==> config.mk <==
export PLATFORM = sky130hd
export DESIGN_NAME = iter_shift_unit_flat
export DESIGN_NICKNAME = d
export VERILOG_FILES = /design/src/rtl/iter_shift_unit_pkg.sv /design/src/rtl/iter_shift_unit_if.sv /design/src/rtl/iter_shift_unit_shift_step.sv /design/src/rtl/iter_shift_unit.sv /design/src/flat_wrapper.sv
export SDC_FILE = /design/constraint.sdc
export NUM_CORES = 1
export LEC_CHECK = 0
export CAP_MARGIN = 15
export CORE_UTILIZATION = 50
export DETAILED_ROUTE_END_ITERATION = 8
export HOLD_SLACK_MARGIN = 0.06
export PLACE_DENSITY = 0.85
export SKIP_CTS_REPAIR_TIMING = 1
export SLEW_MARGIN = 20
export SYNTH_ARGS = -nofsm -noshare
export SYNTH_HDL_FRONTEND = slang
export SYNTH_HIERARCHICAL = 1
export SYNTH_SLANG_ARGS = --single-unit
==> constraint.sdc <==
create_clock -name clk -period 2.75 [get_ports clk]
set_input_delay 0.6875 -clock clk [delete_from_list [all_inputs] [get_ports clk]]
set_output_delay 0.6875 -clock clk [all_outputs]
set_load 0.01 [all_outputs]
==> src/rtl/iter_shift_unit_pkg.sv <==
// Shared definitions for the iterative shift unit: widths, op and FSM encodings.
package iter_shift_unit_pkg;

    localparam int unsigned DataW  = 8;
    localparam int unsigned ShamtW = 3;
    localparam int unsigned AmtW   = 8;

    typedef enum logic [1:0] {
        OpSll = 2'b00,
        OpSrl = 2'b01,
        OpSra = 2'b10,
        OpRor = 2'b11
    } op_e;

    typedef enum logic [1:0] {
        StIdle  = 2'b00,
        StShift = 2'b01,
        StDone  = 2'b10
    } state_e;

    // Any set bit above the meaningful shift-amount field shifts everything out.
    function automatic logic is_overshift(input logic [AmtW-1:0] amt);
        return |amt[AmtW-1:ShamtW];
    endfunction

endpackage

==> src/rtl/iter_shift_unit_if.sv <==
// Request/response handshake bundle between the pipeline and the iterative shift unit.
interface iter_shift_unit_if;
    import iter_shift_unit_pkg::*;

    logic                in_valid;
    logic                in_ready;
    logic [1:0]          op;
    logic [DataW-1:0]    operand;
    logic [AmtW-1:0]     shamt_in;
    logic                out_valid;
    logic                out_ready;
    logic [DataW-1:0]    result;
    logic                carry_out;
    logic                zero_flag;
    logic                busy;

    modport master (
        output in_valid, op, operand, shamt_in, out_ready,
        input  in_ready, out_valid, result, carry_out, zero_flag, busy
    );

    modport slave (
        input  in_valid, op, operand, shamt_in, out_ready,
        output in_ready, out_valid, result, carry_out, zero_flag, busy
    );

endinterface

==> src/rtl/iter_shift_unit_shift_step.sv <==
// Combinational single-bit shift/rotate step; ROR only when ISHIFT_ROR_EN is defined.
module iter_shift_unit_shift_step
    import iter_shift_unit_pkg::*;
(
    input  op_e              op_i,
    input  logic [DataW-1:0] value_i,
    output logic [DataW-1:0] value_o,
    output logic             bit_o
);

    always_comb begin
        value_o = value_i;
        bit_o   = 1'b0;
        unique case (op_i)
            OpSll: begin
                value_o = {value_i[DataW-2:0], 1'b0};
                bit_o   = value_i[DataW-1];
            end
            OpSrl: begin
                value_o = {1'b0, value_i[DataW-1:1]};
                bit_o   = value_i[0];
            end
            OpSra: begin
                value_o = {value_i[DataW-1], value_i[DataW-1:1]};
                bit_o   = value_i[0];
            end
            OpRor: begin
`ifdef ISHIFT_ROR_EN
                value_o = {value_i[0], value_i[DataW-1:1]};
                bit_o   = value_i[0];
`else
                // Never reaches SHIFT without rotate support; hold value.
                value_o = value_i;
                bit_o   = 1'b0;
`endif
            end
            default: begin
                value_o = value_i;
                bit_o   = 1'b0;
            end
        endcase
    end

endmodule

==> src/rtl/iter_shift_unit.sv <==
// Iterative SLL/SRL/SRA unit, one bit per clock, with carry and zero flags.
// Define ISHIFT_ROR_EN to make op=11 a rotate-right; otherwise op=11 passes the operand through.
module iter_shift_unit
    import iter_shift_unit_pkg::*;
(
    input  logic             clk,
    input  logic             rst_n,
    iter_shift_unit_if.slave bus
);

    state_e              state_q, state_d;
    op_e                 op_q, op_d;
    logic [DataW-1:0]    work_q, work_d;
    logic                carry_q, carry_d;
    logic [ShamtW-1:0]   count_q, count_d;

    op_e                 req_op;
    logic [ShamtW-1:0]   req_amt;
    logic                accept;
    logic                over_eff;
    logic                no_shift;
    logic                sign_fill;
    logic [DataW-1:0]    step_value;
    logic                step_bit;

    assign req_op  = op_e'(bus.op);
    assign req_amt = bus.shamt_in[ShamtW-1:0];
    assign accept  = bus.in_valid && (state_q == StIdle);

`ifdef ISHIFT_ROR_EN
    assign over_eff = is_overshift(bus.shamt_in) && (req_op != OpRor);
    assign no_shift = (req_amt == '0);
`else
    // Without rotate support op=11 behaves like a zero-amount shift.
    assign over_eff = is_overshift(bus.shamt_in) && (req_op != OpRor);
    assign no_shift = (req_amt == '0) || (req_op == OpRor);
`endif

    assign sign_fill = (req_op == OpSra) && bus.operand[DataW-1];

    iter_shift_unit_shift_step u_shift_step (
        .op_i    (op_q),
        .value_i (work_q),
        .value_o (step_value),
        .bit_o   (step_bit)
    );

    always_ff @(posedge clk) begin
        if (!rst_n) begin
            state_q <= StIdle;
        end else begin
            state_q <= state_d;
        end
    end

    always_comb begin
        state_d = state_q;
        unique case (state_q)
            StIdle: begin
                if (accept) begin
                    state_d = (over_eff || no_shift) ? StDone : StShift;
                end
            end
            StShift: begin
                if (count_q == ShamtW'(1)) begin
                    state_d = StDone;
                end
            end
            StDone: begin
                if (bus.out_ready) begin
                    state_d = StIdle;
                end
            end
            default: state_d = StIdle;
        endcase
    end

    always_comb begin
        bus.in_ready  = (state_q == StIdle);
        bus.out_valid = (state_q == StDone);
        bus.busy      = (state_q != StIdle);
        bus.result    = work_q;
        bus.carry_out = carry_q;
        bus.zero_flag = (state_q == StDone) && (work_q == '0);
    end

    // Datapath: load on accept, step while shifting, hold otherwise.
    always_comb begin
        op_d    = op_q;
        work_d  = work_q;
        carry_d = carry_q;
        count_d = count_q;
        unique case (state_q)
            StIdle: begin
                if (accept) begin
                    op_d    = req_op;
                    count_d = req_amt;
                    if (over_eff) begin
                        work_d  = sign_fill ? '1 : '0;
                        carry_d = sign_fill;
                    end else begin
                        work_d  = bus.operand;
                        carry_d = 1'b0;
                    end
                end
            end
            StShift: begin
                work_d  = step_value;
                carry_d = step_bit;
                count_d = count_q - ShamtW'(1);
            end
            default: begin
                work_d = work_q;
            end
        endcase
    end

    always_ff @(posedge clk) begin
        if (!rst_n) begin
            op_q    <= OpSll;
            work_q  <= '0;
            carry_q <= 1'b0;
            count_q <= '0;
        end else begin
            op_q    <= op_d;
            work_q  <= work_d;
            carry_q <= carry_d;
            count_q <= count_d;
        end
    end

endmodule

==> src/flat_wrapper.sv <==
// flat-port wrapper written by rule: the top's interface ports become plain ports
module iter_shift_unit_flat import iter_shift_unit_pkg::*;
  (clk, rst_n, bus_in_valid, bus_op, bus_operand, bus_shamt_in, bus_out_ready, bus_in_ready, bus_out_valid, bus_result, bus_carry_out, bus_zero_flag, bus_busy);
  iter_shift_unit_if bus_i ();
  input  logic clk;
  input  logic rst_n;
  input wire logic [$bits(bus_i.in_valid)-1:0] bus_in_valid;
  input wire logic [$bits(bus_i.op)-1:0] bus_op;
  input wire logic [$bits(bus_i.operand)-1:0] bus_operand;
  input wire logic [$bits(bus_i.shamt_in)-1:0] bus_shamt_in;
  input wire logic [$bits(bus_i.out_ready)-1:0] bus_out_ready;
  output wire logic [$bits(bus_i.in_ready)-1:0] bus_in_ready;
  output wire logic [$bits(bus_i.out_valid)-1:0] bus_out_valid;
  output wire logic [$bits(bus_i.result)-1:0] bus_result;
  output wire logic [$bits(bus_i.carry_out)-1:0] bus_carry_out;
  output wire logic [$bits(bus_i.zero_flag)-1:0] bus_zero_flag;
  output wire logic [$bits(bus_i.busy)-1:0] bus_busy;
  assign bus_i.in_valid = bus_in_valid;
  assign bus_i.op = bus_op;
  assign bus_i.operand = bus_operand;
  assign bus_i.shamt_in = bus_shamt_in;
  assign bus_i.out_ready = bus_out_ready;
  assign bus_in_ready = bus_i.in_ready;
  assign bus_out_valid = bus_i.out_valid;
  assign bus_result = bus_i.result;
  assign bus_carry_out = bus_i.carry_out;
  assign bus_zero_flag = bus_i.zero_flag;
  assign bus_busy = bus_i.busy;
  iter_shift_unit u_core (.clk(clk), .rst_n(rst_n), .bus(bus_i));
endmodule
=== Yosys cells after proc, flatten, opt, wreduce, memory -nomap -nowiden ===
Index checks and enable logic that the tools add are counted.
Widths: inputs -> output; s select.

* Logic and storage cells: 56
* Register bits after elaboration: 16
* Input bits: 22
* Output and inout bits: 13

* Multiplexer cells: 16
* Eq/ne operators: 14
* Reductions and logical operators: 19
* $add $sub $neg: 1

{| class="wikitable"
|+ Operator list
! operator !! count
|-
| $mux 8 || 3
|-
| $pmux 8 s3 || 1
|-
| $pmux 8 s2 || 1
|-
| $eq 2x2->1 const B || 5
|-
| $logic_not 8->1 || 1
|-
| $mux 2 || 4
|-
| $ne 2x2->1 const B || 4
|-
| $pmux 2 s3 || 1
|-
| $pmux 3 s2 || 1
|-
| $reduce_and 3->1 || 2
|-
| $reduce_or 5->1 || 1
|-
| $eq 2x1->1 const B || 2
|-
| $logic_and 1x1->1 || 4
|-
| $logic_not 2->1 || 2
|-
| $ne 2x1->1 const B || 2
|-
| $reduce_and 2->1 || 2
|-
| $reduce_and 4->1 || 1
|-
| $reduce_bool 2->1 || 2
|-
| $eq 3x1->1 const B || 1
|-
| $logic_not 3->1 || 1
|-
| $mux 3 || 1
|-
| $pmux 1 s3 || 1
|-
| $sub 3x1->3 const B || 1
|-
| $logic_or 1x1->1 || 2
|-
| other kinds (3) || 4
|}

=== Longest topological paths before layout ===
Gate-level depths: netlist of the first run.

* Depth in word-level cells: 6
* Gate-level depth with buffers: 7
* Gate-level depth less buffers: 6

=== Modules after synthesis ===
The synthesis of the first run kept the hierarchy.

{| class="wikitable"
|+ Modules (own cells, without submodules)
! module !! sequential area each (sq um) !! cells each !! times used !! area an instance (sq um)
|-
| iter_shift_unit || 320.3 || 108 || 1 || 910.9
|-
| iter_shift_unit_shift_step || 0.0 || 40 || 1 || 235.2
|}

=== Worst setup path before layout of the first run ===
Ideal clock, no wire load.

* Kind: flip-flop to output port
* Start: register u_core.state_q[1]
* End: output port bus_zero_flag
* Slack: 1.097 ns
* Path buffers: 1
* Data required time: 2.062 ns
* Arrival: 0.966 ns
* Stages on the path, launching flop included: 4
* Cell sequence: dfxtp_1 -> buf_6 -> nor2b_1 -> and3_1

* Longest elaborated chain between the ends: 2

{| class="wikitable"
|+ RTL lines
! what !! RTL line !! RTL
|-
| start, declared || iter_shift_unit.sv:11 || <nowiki>state_e state_q, state_d;</nowiki>
|-
| start signal, assigned || iter_shift_unit.sv:50 || <nowiki>state_q <= StIdle;</nowiki>
|-
| start signal, assigned || iter_shift_unit.sv:52 || <nowiki>state_q <= state_d;</nowiki>
|-
| $eq 2x2->1 || - ||
|-
| net bus_out_valid || flat_wrapper.sv:13 || <nowiki>output wire logic [$bits(bus_i.out_valid)-1:0] bus_out_valid;</nowiki>
|-
| $logic_and 1x1->1 || iter_shift_unit.sv:84 || <nowiki>bus.zero_flag = (state_q == StDone) && (work_q == '0);</nowiki>
|-
| end, declared || flat_wrapper.sv:16 || <nowiki>output wire logic [$bits(bus_i.zero_flag)-1:0] bus_zero_flag;</nowiki>
|}

The timed path passes the listed nets, and every way through them passes these cells.

=== Worst setup path after layout of the first run ===
* Start: register u_core.state_q[1]
* End: output port bus_zero_flag

* Longest elaborated chain between the ends: 2

{| class="wikitable"
|+ RTL lines
! what !! RTL line
|-
| $eq 2x2->1 || iter_shift_unit.sv:84
|-
| $logic_and 1x1->1 || iter_shift_unit.sv:84
|}

Every way passes these cells.

==> results of run 1 <==
==> worst max-delay path: cells and delay by family (launching register included) <==
kind	cells	cell delay [ns]
flops	1	0.62
buf+inv	1	0.52
simple gates	2	0.45
==> cell usage after synthesis, types with 2 or more instances <==
cell,count,area share
buf_6,3,0.029
dfxtp_1,16,0.28
buf_2,2,0.0087
nor2_1,5,0.016
mux2i_1,3,0.026
nand2_1,19,0.062
a31oi_1,7,0.038
and3_1,2,0.011
a21oi_1,19,0.083
nand2b_1,3,0.016
a21boi_1,2,0.013
nor4_1,2,0.011
ha_1,6,0.066
nor2b_1,10,0.055
nand3_1,7,0.031
o21ai_0,17,0.074
inv_1,4,0.013
nor3_1,2,0.0087
==> routing by layer <==
layer  vias to the layer above  wire (um)  GRT usage
li1                        600          -          -
met1                       564       1210      0.308
met2                        50       1570      0.446
met3                         4        179     0.0278
met4                         0         24     0.0810
met5                         -          0          0
==> worst paths after layout <==
path | end | slack (ns) | depth (start not counted) | startpoint
setup reg to reg | u_core/bus.result[2]$_SDFFE_PN0P_ | 1.18 | 4 | u_core/state_q[0]$_SDFFE_PN0P_
hold reg to reg | u_core/count_q[1]$_SDFFE_PN0P_ | 0.47 | 2 | u_core/count_q[1]$_SDFFE_PN0P_
hold / removal | u_core/count_q[1]$_SDFFE_PN0P_ | 0.47 | 2 | u_core/count_q[1]$_SDFFE_PN0P_
setup / recovery | bus_zero_flag | 0.19 | 3 | u_core/state_q[1]$_SDFFE_PN0P_
==> logic make-up (layout without fill, tap and decap cells) <==
| logic type | after synthesis | count (layout) | share of synthesized area |
|---|---|---|---|
| multiplexers | 3 | 3 | 0.0262 |
| buffers and inverters | 11 | 44 | 0.0578 |
| flip-flops | 16 | 16 | 0.279 |
| adder cells (fa/ha/maj) | 6 | 6 | 0.0655 |
| AO/OA/AOI/OAI | 55 | 55 | 0.301 |
| AND/OR/NAND/NOR | 57 | 57 | 0.270 |
==> through the flow <==
step                hold slack, ns  utilization  std cells  worst slack (ns)  area [um2]
floorplan                    0.431            -        148              1.10        1150
global placement             0.442        0.718        204             0.548        1480
detailed placement           0.452        0.718        204             0.521        1480
CTS                          0.466        0.735        208             0.191        1520
global route                 0.486        0.735        208            0.0908        1520
finish                       0.467        0.735        208             0.191        1520
==> final cells by class <==
| class | instances | area share |
|---|---|---|
| Clock buffer | 4 | 0.0239 |
| Inverter | 5 | 0.0124 |
| Multi-Input combinational cell | 121 | 0.501 |
| Sequential cell | 16 | 0.211 |
| Tap cell | 27 | 0.0223 |
| Timing Repair Buffer | 35 | 0.229 |
==> flip-flops by register name, summed over array words and instances, names as in the netlist <==
register and cells:
u_core/op_q 2, u_core/bus.result 8, u_core/bus.carry_out 1, u_core/count_q 3, u_core/state_q 2
==> power by group through the flow <==
stage / Clock [uW] / Combinational, uW / Sequential (uW)
2_1_floorplan: 0 / 99.4 / 274
3_3_place_gp: 0 / 173 / 276
3_5_place_dp: 0 / 179 / 277
4_1_cts: 160 / 180 / 272
5_1_grt: 172 / 197 / 276
6_report: 154 / 180 / 272
==> flow_metrics.tcl, run 1 <==
set metrics [dict create \
    layout-drive-gt1-share 0.0773 \
    grt_setup_unrepaired "no" \
    multi_input_area_um2 759 \
    grt_overflow_total 0 \
    yosys_register_bits 16 \
    worst_pin_slew_ns 0.498 \
    grt_antenna_before_repair 0 \
    wl_um 2980 \
    dp_hpwl_um 2260 \
    p_int_uw 426 \
    cts_buffers 3 \
    worstSetupStartpointType "flop" \
    syn-instance-count 148 \
    ys.warnings.count 6 \
    root_buffer "clkbuf_4" \
    setup_violations 0 \
    skew_ns 0.00103 \
    slowest_delay_ns 0.62 \
    synth_edf_count 0 \
    diodes 0 \
    numPortBuffers 34 \
    gp_congestion 0.818 \
    p_comb_frac 0.297 \
    final.min_clock_period_ns 2.56 \
    post_drt_via_cell_ratio 5.86 \
    clk_latency_ns 0.28 \
    cts_tree "yes" \
    first_pass_iters 4 \
    p_switching_uw 181 \
    syn_nets 176 \
    sequentialPowerShare 0.449 \
    ir_drop_v 0.000313 \
    dieArea_um2 2490 \
    hold_viol_final 0 \
    drc 0 \
    antenna_left 0 \
    cpMaxStageDelayCell "dfxtp_1" \
    ys_async_sr_fraction 0 \
    yosysSeqAreaShare 0.279 \
    clock_path_buffers 2 \
    grt_util_all_layers 0.250 \
    clock.fmax_mhz 391 \
    start_util 0.556 \
    crit_chain "nor2b_1 -> and3_1 -> clkdlybuf4s50_1" \
    leakagePower_uw 0.000562 \
    path_class "flop to output pin" \
    arrival_ns 1.87 \
    seq_area_um2 320 \
    syn_area_per_cell_um2 7.74 \
    first_global_vias 1095 \
    vias 1218 \
    h-tree-depth 1 \
    post_drt_wl_per_cell_um 14.3 \
    crit_required_ns 2.06 \
    ys.flop_type "dfxtp_1" \
    area_growth_pct 32.3 \
    status "completed" \
    switching_share 0.298 \
    drt_iter0_markers 47 \
    hold_path_class "flop to flop" \
    cap_violations 0 \
    clk_pin_slew_ns 0.10 \
    n_fill_cell 164 \
    rows 16 \
    die_x_um 49.9 \
    relSlewSlack 0.668 \
    final_cell_mix "34 x clkdlybuf4s50_1, 19 x nand2_1, 19 x a21oi_1" \
    drv_slew 0 \
    total_power_uw 607 \
    io_pins 35 \
    end_kind "output pin" \
    cts_sinks 16 \
    fp.coreArea_um2 2060 \
    p_clk_frac 0.254 \
    fin_crit_sh 0.931 \
    grt_pass1_wl_um 4860 \
    final_common_cell "clkdlybuf4s50_1" \
    grt_max_degree 18 \
    die_h_um 49.9 \
    synth.distinct_cells 37 \
    power_density_nw_per_um2 400 \
    fin_setup_tns_ns 0 \
    syn_area_um2 1150 \
    nets 210 \
    crit_path_max_fanout 11 \
]
(Power assumes the default switching activity.)
==> run 2: changes to the inputs <==
==> constraint.sdc (replaced) <==
create_clock -name clk -period 3.2 [get_ports clk]
set_input_delay 0.8 -clock clk [delete_from_list [all_inputs] [get_ports clk]]
set_output_delay 0.8 -clock clk [all_outputs]
set_load 0.01 [all_outputs]
==> run 2 against run 1 <==
  * Combinational power shrank 14%
  * Final cell count shrank 0.48%
  * Register-to-register slack improved by 0.05 ns
  * Largest cell class unchanged
  * Sequential share of layout area is 0.10 points higher
  * Critical path depth stayed put
  * Via count decreased by 1.1%
  * Hold slack better by 0.00064 ns
  * Clock power is 11% lower
  * Die area unchanged
  * Global-route usage shrank 0.69 points
  * Critical endpoint unchanged
  * Wire length fell by 4.0%
==> flow_metrics.tcl, run 2 (synthesis gave the netlist of run 1 again) <==
set metrics [dict create \
    status "completed" \
    fp.coreArea_um2 2060 \
    first_pass_iters 4 \
    multi_input_area_um2 759 \
    seq_area_um2 320 \
    crit_required_ns 2.40 \
    final_common_cell "clkdlybuf4s50_1" \
    power_density_nw_per_um2 348 \
    arrival_ns 1.87 \
    grt_overflow_total 0 \
    diodes 0 \
    drv_slew 0 \
    drt_iter0_markers 42 \
    cts_tree "yes" \
    cap_violations 0 \
    post_drt_wl_per_cell_um 13.8 \
    path_class "flop to output pin" \
    grt_use_met1 0.314 \
    h-tree-depth 1 \
    ff2ff_path_depth 4 \
    grt_antenna_before_repair 0 \
    vias 1204 \
    skew_ns 0.00283 \
    worstSetupStartpointType "flop" \
    area_growth_pct 31.7 \
    worst_pin_slew_ns 0.541 \
    ff2ff_setup_slack_ns 1.23 \
    first_global_vias 1016 \
    antenna_left 0 \
    io_pins 35 \
    wl_um 2860 \
    largest_reg_flops 8 \
    cp-startpoint "u_core/state_q[1]$_SDFFE_PN0P_" \
    post_drt_via_cell_ratio 5.82 \
    fin_crit_sh 0.836 \
    n_fill_cell 173 \
    layout-drive-gt1-share 0.0722 \
    grt_pass1_wl_um 4640 \
    drc 0 \
    final_util 0.732 \
    cts_buffers 3 \
    final.min_clock_period_ns 2.67 \
    end_kind "output pin" \
    grtUsageMet3 0.0432 \
    numPortBuffers 34 \
    fin_setup_tns_ns 0 \
    total_power_uw 525 \
    hold_viol_final 0 \
    top_usage_layer "met2" \
    min_to "u_core/count_q[1]$_SDFFE_PN0P_" \
    holdPathStages 2 \
    dpl_cell_area_um2 1470 \
    clock_path_buffers 2 \
    nets 209 \
    cpMaxStageDelayCell "dfxtp_1" \
    slowest_delay_ns 0.63 \
    die_x_um 49.9 \
    setup_violations 0 \
    clk_latency_ns 0.29 \
    crit_path_max_fanout 11 \
    worstReg2RegStart "u_core/state_q[0]$_SDFFE_PN0P_" \
    layout_setup_ws_ns 0.526 \
    worst_r2r_endpoint "u_core/bus.result[2]$_SDFFE_PN0P_" \
    clock.fmax_mhz 374 \
    ir_drop_v 0.000308 \
    relSlewSlack 0.638 \
    worstHoldStart "u_core/count_q[1]$_SDFFE_PN0P_" \
    gp_congestion 0.819 \
    leakagePower_uw 0.000556 \
    cts_sinks 16 \
    grt_setup_unrepaired "no" \
    start_util 0.556 \
    pre_cts_ws_ns 0.846 \
    stdcell_area_um2 1510 \
    hold_path_class "flop to flop" \
    clk_pin_slew_ns 0.10 \
    root_buffer "clkbuf_4" \
    grt_max_degree 18 \
    dp_hpwl_um 2150 \
    crit_chain "nor2b_1 -> and3_1 -> clkdlybuf4s50_1" \
    dieArea_um2 2490 \
    final_cell_mix "34 x clkdlybuf4s50_1, 19 x nand2_1, 19 x a21oi_1" \
    use_met2 0.408 \
    die_h_um 49.9 \
    rows 16 \
    grt_util_all_layers 0.243 \
]
-- run 2: how the worst max path moves through the flow --
stage          slack, ns       endpoint
2_1_floorplan       1.43  bus_zero_flag
3_3_place_gp        0.89  bus_zero_flag
3_5_place_dp        0.85  bus_zero_flag
4_1_cts             0.51  bus_zero_flag
5_1_grt             0.41  bus_zero_flag
6_report            0.53  bus_zero_flag
-- run 2: critical path, delay by kind of cell (launching register included) --
kind          cells  cell delay, ns
buf+inv           1            0.52
flops             1            0.63
simple gates      2            0.44
-- run 2: where the power goes --
part / total (uW) / switching (uW) / internal (uW)
Clock: 137 / 67.3 / 69.3
Sequential: 233 / 19.8 / 214
Combinational: 155 / 72.2 / 83.1
-- run 2: routing by layer --
layer  up-vias  part of all wire
li1        602                 -
met1       557              0.44
met2        45              0.49
met3         0             0.063
met4         0                 0
met5         -                 0
-- run 2: per-stage QoR --
stage / instances / hold WS, ns
2_1_floorplan: 148 / 0.431
3_3_place_gp: 203 / 0.442
3_5_place_dp: 203 / 0.453
4_1_cts: 207 / 0.466
5_1_grt: 207 / 0.486
6_report: 207 / 0.467
-- run 2: area by class of cell --
| type | count | share of cell area |
|---|---|---|
| clock buffer | 4 | 0.0240 |
| timing repair buffer | 34 | 0.226 |
| multi-input combinational | 121 | 0.503 |
| inverter | 5 | 0.0124 |
| sequential | 16 | 0.212 |
| tap | 27 | 0.0224 |
==> run 3: changes to the inputs <==
--- a/config.mk
+++ b/config.mk
@@ -6,10 +6,10 @@
 export NUM_CORES = 1
 export LEC_CHECK = 0
 export CAP_MARGIN = 15
-export CORE_UTILIZATION = 50
+export CORE_UTILIZATION = 46
 export DETAILED_ROUTE_END_ITERATION = 8
 export HOLD_SLACK_MARGIN = 0.06
-export PLACE_DENSITY = 0.85
+export PLACE_DENSITY = 0.79
 export SKIP_CTS_REPAIR_TIMING = 1
 export SLEW_MARGIN = 20
 export SYNTH_ARGS = -nofsm -noshare
==> constraint.sdc (replaced) <==
create_clock -name clk -period 2.6 [get_ports clk]
set_input_delay 0.65 -clock clk [delete_from_list [all_inputs] [get_ports clk]]
set_output_delay 0.65 -clock clk [all_outputs]
set_load 0.01 [all_outputs]
==> run 3 against run 2 <==
  * Register-to-register slack worse by 0.24 ns
  * Final cell count is 1.4% higher
  * Largest power group unchanged
  * Global-route usage is 2.9 points higher
  * Hold slack worse by 0.0026 ns
  * Total power is 25% higher
  * Combinational power is 26% higher
  * Largest cell class unchanged
  * Clock power is 27% higher
  * Sequential share of layout area is 0.23 points lower
==> flow_metrics.tcl, run 3 (synthesis gave the netlist of run 1 again) <==
set metrics [dict create \
    switching_share 0.309 \
    start_util 0.504 \
    p_switching_uw 202 \
    hold_path_class "flop to flop" \
    worstReg2RegStart "u_core/state_q[0]$_SDFFE_PN0P_" \
    clk_pin_slew_ns 0.10 \
    arrival_ns 1.75 \
    area_growth_pct 33.1 \
    fin_setup_tns_ns 0 \
    top_layer "met4" \
    io_pins 35 \
    wl_um 3130 \
    numPortBuffers 34 \
    grt_overflow_total 0 \
    grt_util_all_layers 0.272 \
    worstHoldStart "u_core/count_q[1]$_SDFFE_PN0P_" \
    ff2ff_path_depth 4 \
    p_clk_frac 0.266 \
    post_drt_via_cell_ratio 5.89 \
    cpMaxStageDelayCell "dfxtp_1" \
    gp_congestion 0.834 \
    h-tree-depth 1 \
    fp.coreArea_um2 2280 \
    drc 0 \
    cts_tree "yes" \
    crit_path_max_fanout 11 \
    p_int_uw 452 \
    path_class "flop to output pin" \
    cts_sinks 16 \
    wl_met3_um 164 \
    hold_viol_final 0 \
    die_h_um 51.9 \
    rows 17 \
    vias 1236 \
    post-place-cells 206 \
    slowest_delay_ns 0.66 \
    final.min_clock_period_ns 2.40 \
    relSlewSlack 0.656 \
    final_cell_mix "34 x clkdlybuf4s50_1, 19 x nand2_1, 19 x a21oi_1" \
    dp_hpwl_um 2400 \
    diodes 0 \
    cap_violations 0 \
    holdPathStages 2 \
    leakagePower_uw 0.000567 \
    antenna_left 0 \
    status "completed" \
    grt_setup_unrepaired "no" \
    die_x_um 51.9 \
    first_global_vias 1148 \
    clock.fmax_mhz 416 \
    met1Wirelength_um 1240 \
    worst_r2r_endpoint "u_core/bus.result[3]$_SDFFE_PN0P_" \
    worst_pin_slew_ns 0.515 \
    sequentialPowerShare 0.434 \
    layout-drive-gt1-share 0.0824 \
    largest_reg_flops 8 \
    worstSetupStartpointType "flop" \
    crit_required_ns 1.95 \
    crit_chain "nor2b_1 -> and3_1 -> clkdlybuf4s50_1" \
    drv_slew 0 \
    fin_cells 210 \
    p_comb_frac 0.300 \
    nets 211 \
    cts_buffers 3 \
    setup_violations 0 \
    drt_iter0_markers 41 \
    grt_max_degree 18 \
    wl_met2_um 1670 \
    cp-startpoint "u_core/state_q[0]$_SDFFE_PN0P_" \
    clk_latency_ns 0.30 \
    root_buffer "clkbuf_4" \
    grt_pass1_wl_um 5350 \
    power_density_nw_per_um2 429 \
    final_common_cell "clkdlybuf4s50_1" \
    end_kind "output pin" \
    skew_ns 0.000730 \
    grt_antenna_before_repair 0 \
    first_pass_iters 4 \
    ff2ff_setup_slack_ns 0.99 \
    post_drt_wl_per_cell_um 14.9 \
    fin_crit_sh 0.925 \
    clock_path_buffers 2 \
    min_to "u_core/count_q[1]$_SDFFE_PN0P_" \
    ir_drop_v 0.000229 \
    dieArea_um2 2700 \
]
run 3: cell types whose count changed in the layout (fill, tap and decap cells not counted):
cell | before | now
buf_4 | 0 | 2
run 3: cell type report:
type / instances / area (um2)
Tap cell: 28 / 35.0
Timing Repair Buffer: 36 / 355
Inverter: 5 / 18.8
Fill cell: 210 / 751
Sequential cell: 16 / 320
Clock buffer: 4 / 36.3
Multi-Input combinational cell: 121 / 759
run 3: stage by stage:
stage / hold slack (ns) / cell area (um2) / util / setup WS [ns] / power, uW
floorplan: 0.431 / 1150 / - / 0.984 / 395
global placement: 0.444 / 1490 / 0.654 / 0.544 / 478
detailed placement: 0.457 / 1490 / 0.654 / 0.502 / 484
CTS: 0.471 / 1530 / 0.670 / 0.185 / 655
global route: 0.507 / 1530 / 0.670 / 0.117 / 688
finish: 0.465 / 1530 / 0.670 / 0.196 / 654
run 3: routing by layer:
| layer | vias up | track usage |
|---|---|---|
| met5 | - | 0 |
| li1 | 602 | - |
| met1 | 579 | 0.332 |
| met4 | 0 | 0.122 |
| met2 | 50 | 0.472 |
| met3 | 5 | 0.0322 |
run 3: how the worst max path moves through the flow:
stage,depth (start not counted),endpoint
floorplan,3,bus_zero_flag
global placement,3,bus_zero_flag
detailed placement,5,u_core/bus.result[3]$_SDFFE_PN0P_
CTS,3,bus_zero_flag
global route,3,bus_zero_flag
finish,3,bus_zero_flag
run 3: worst max-delay path: cells and delay by family (launching register included):
kind,cells,cell delay [ns]
and+or+nand+nor,2,0.33
buffers and inverters,1,0.47
DFF,1,0.66
run 3: power groups by stage:
stage                     sequential [uW]  clock (uW)  combinational, uW
final                                 284         174                196
after floorplan                       290           0                105
after CTS                             284         176                195
after global routing                  287         184                217
after global placement                289           0                189
after detailed placement              289           0                195
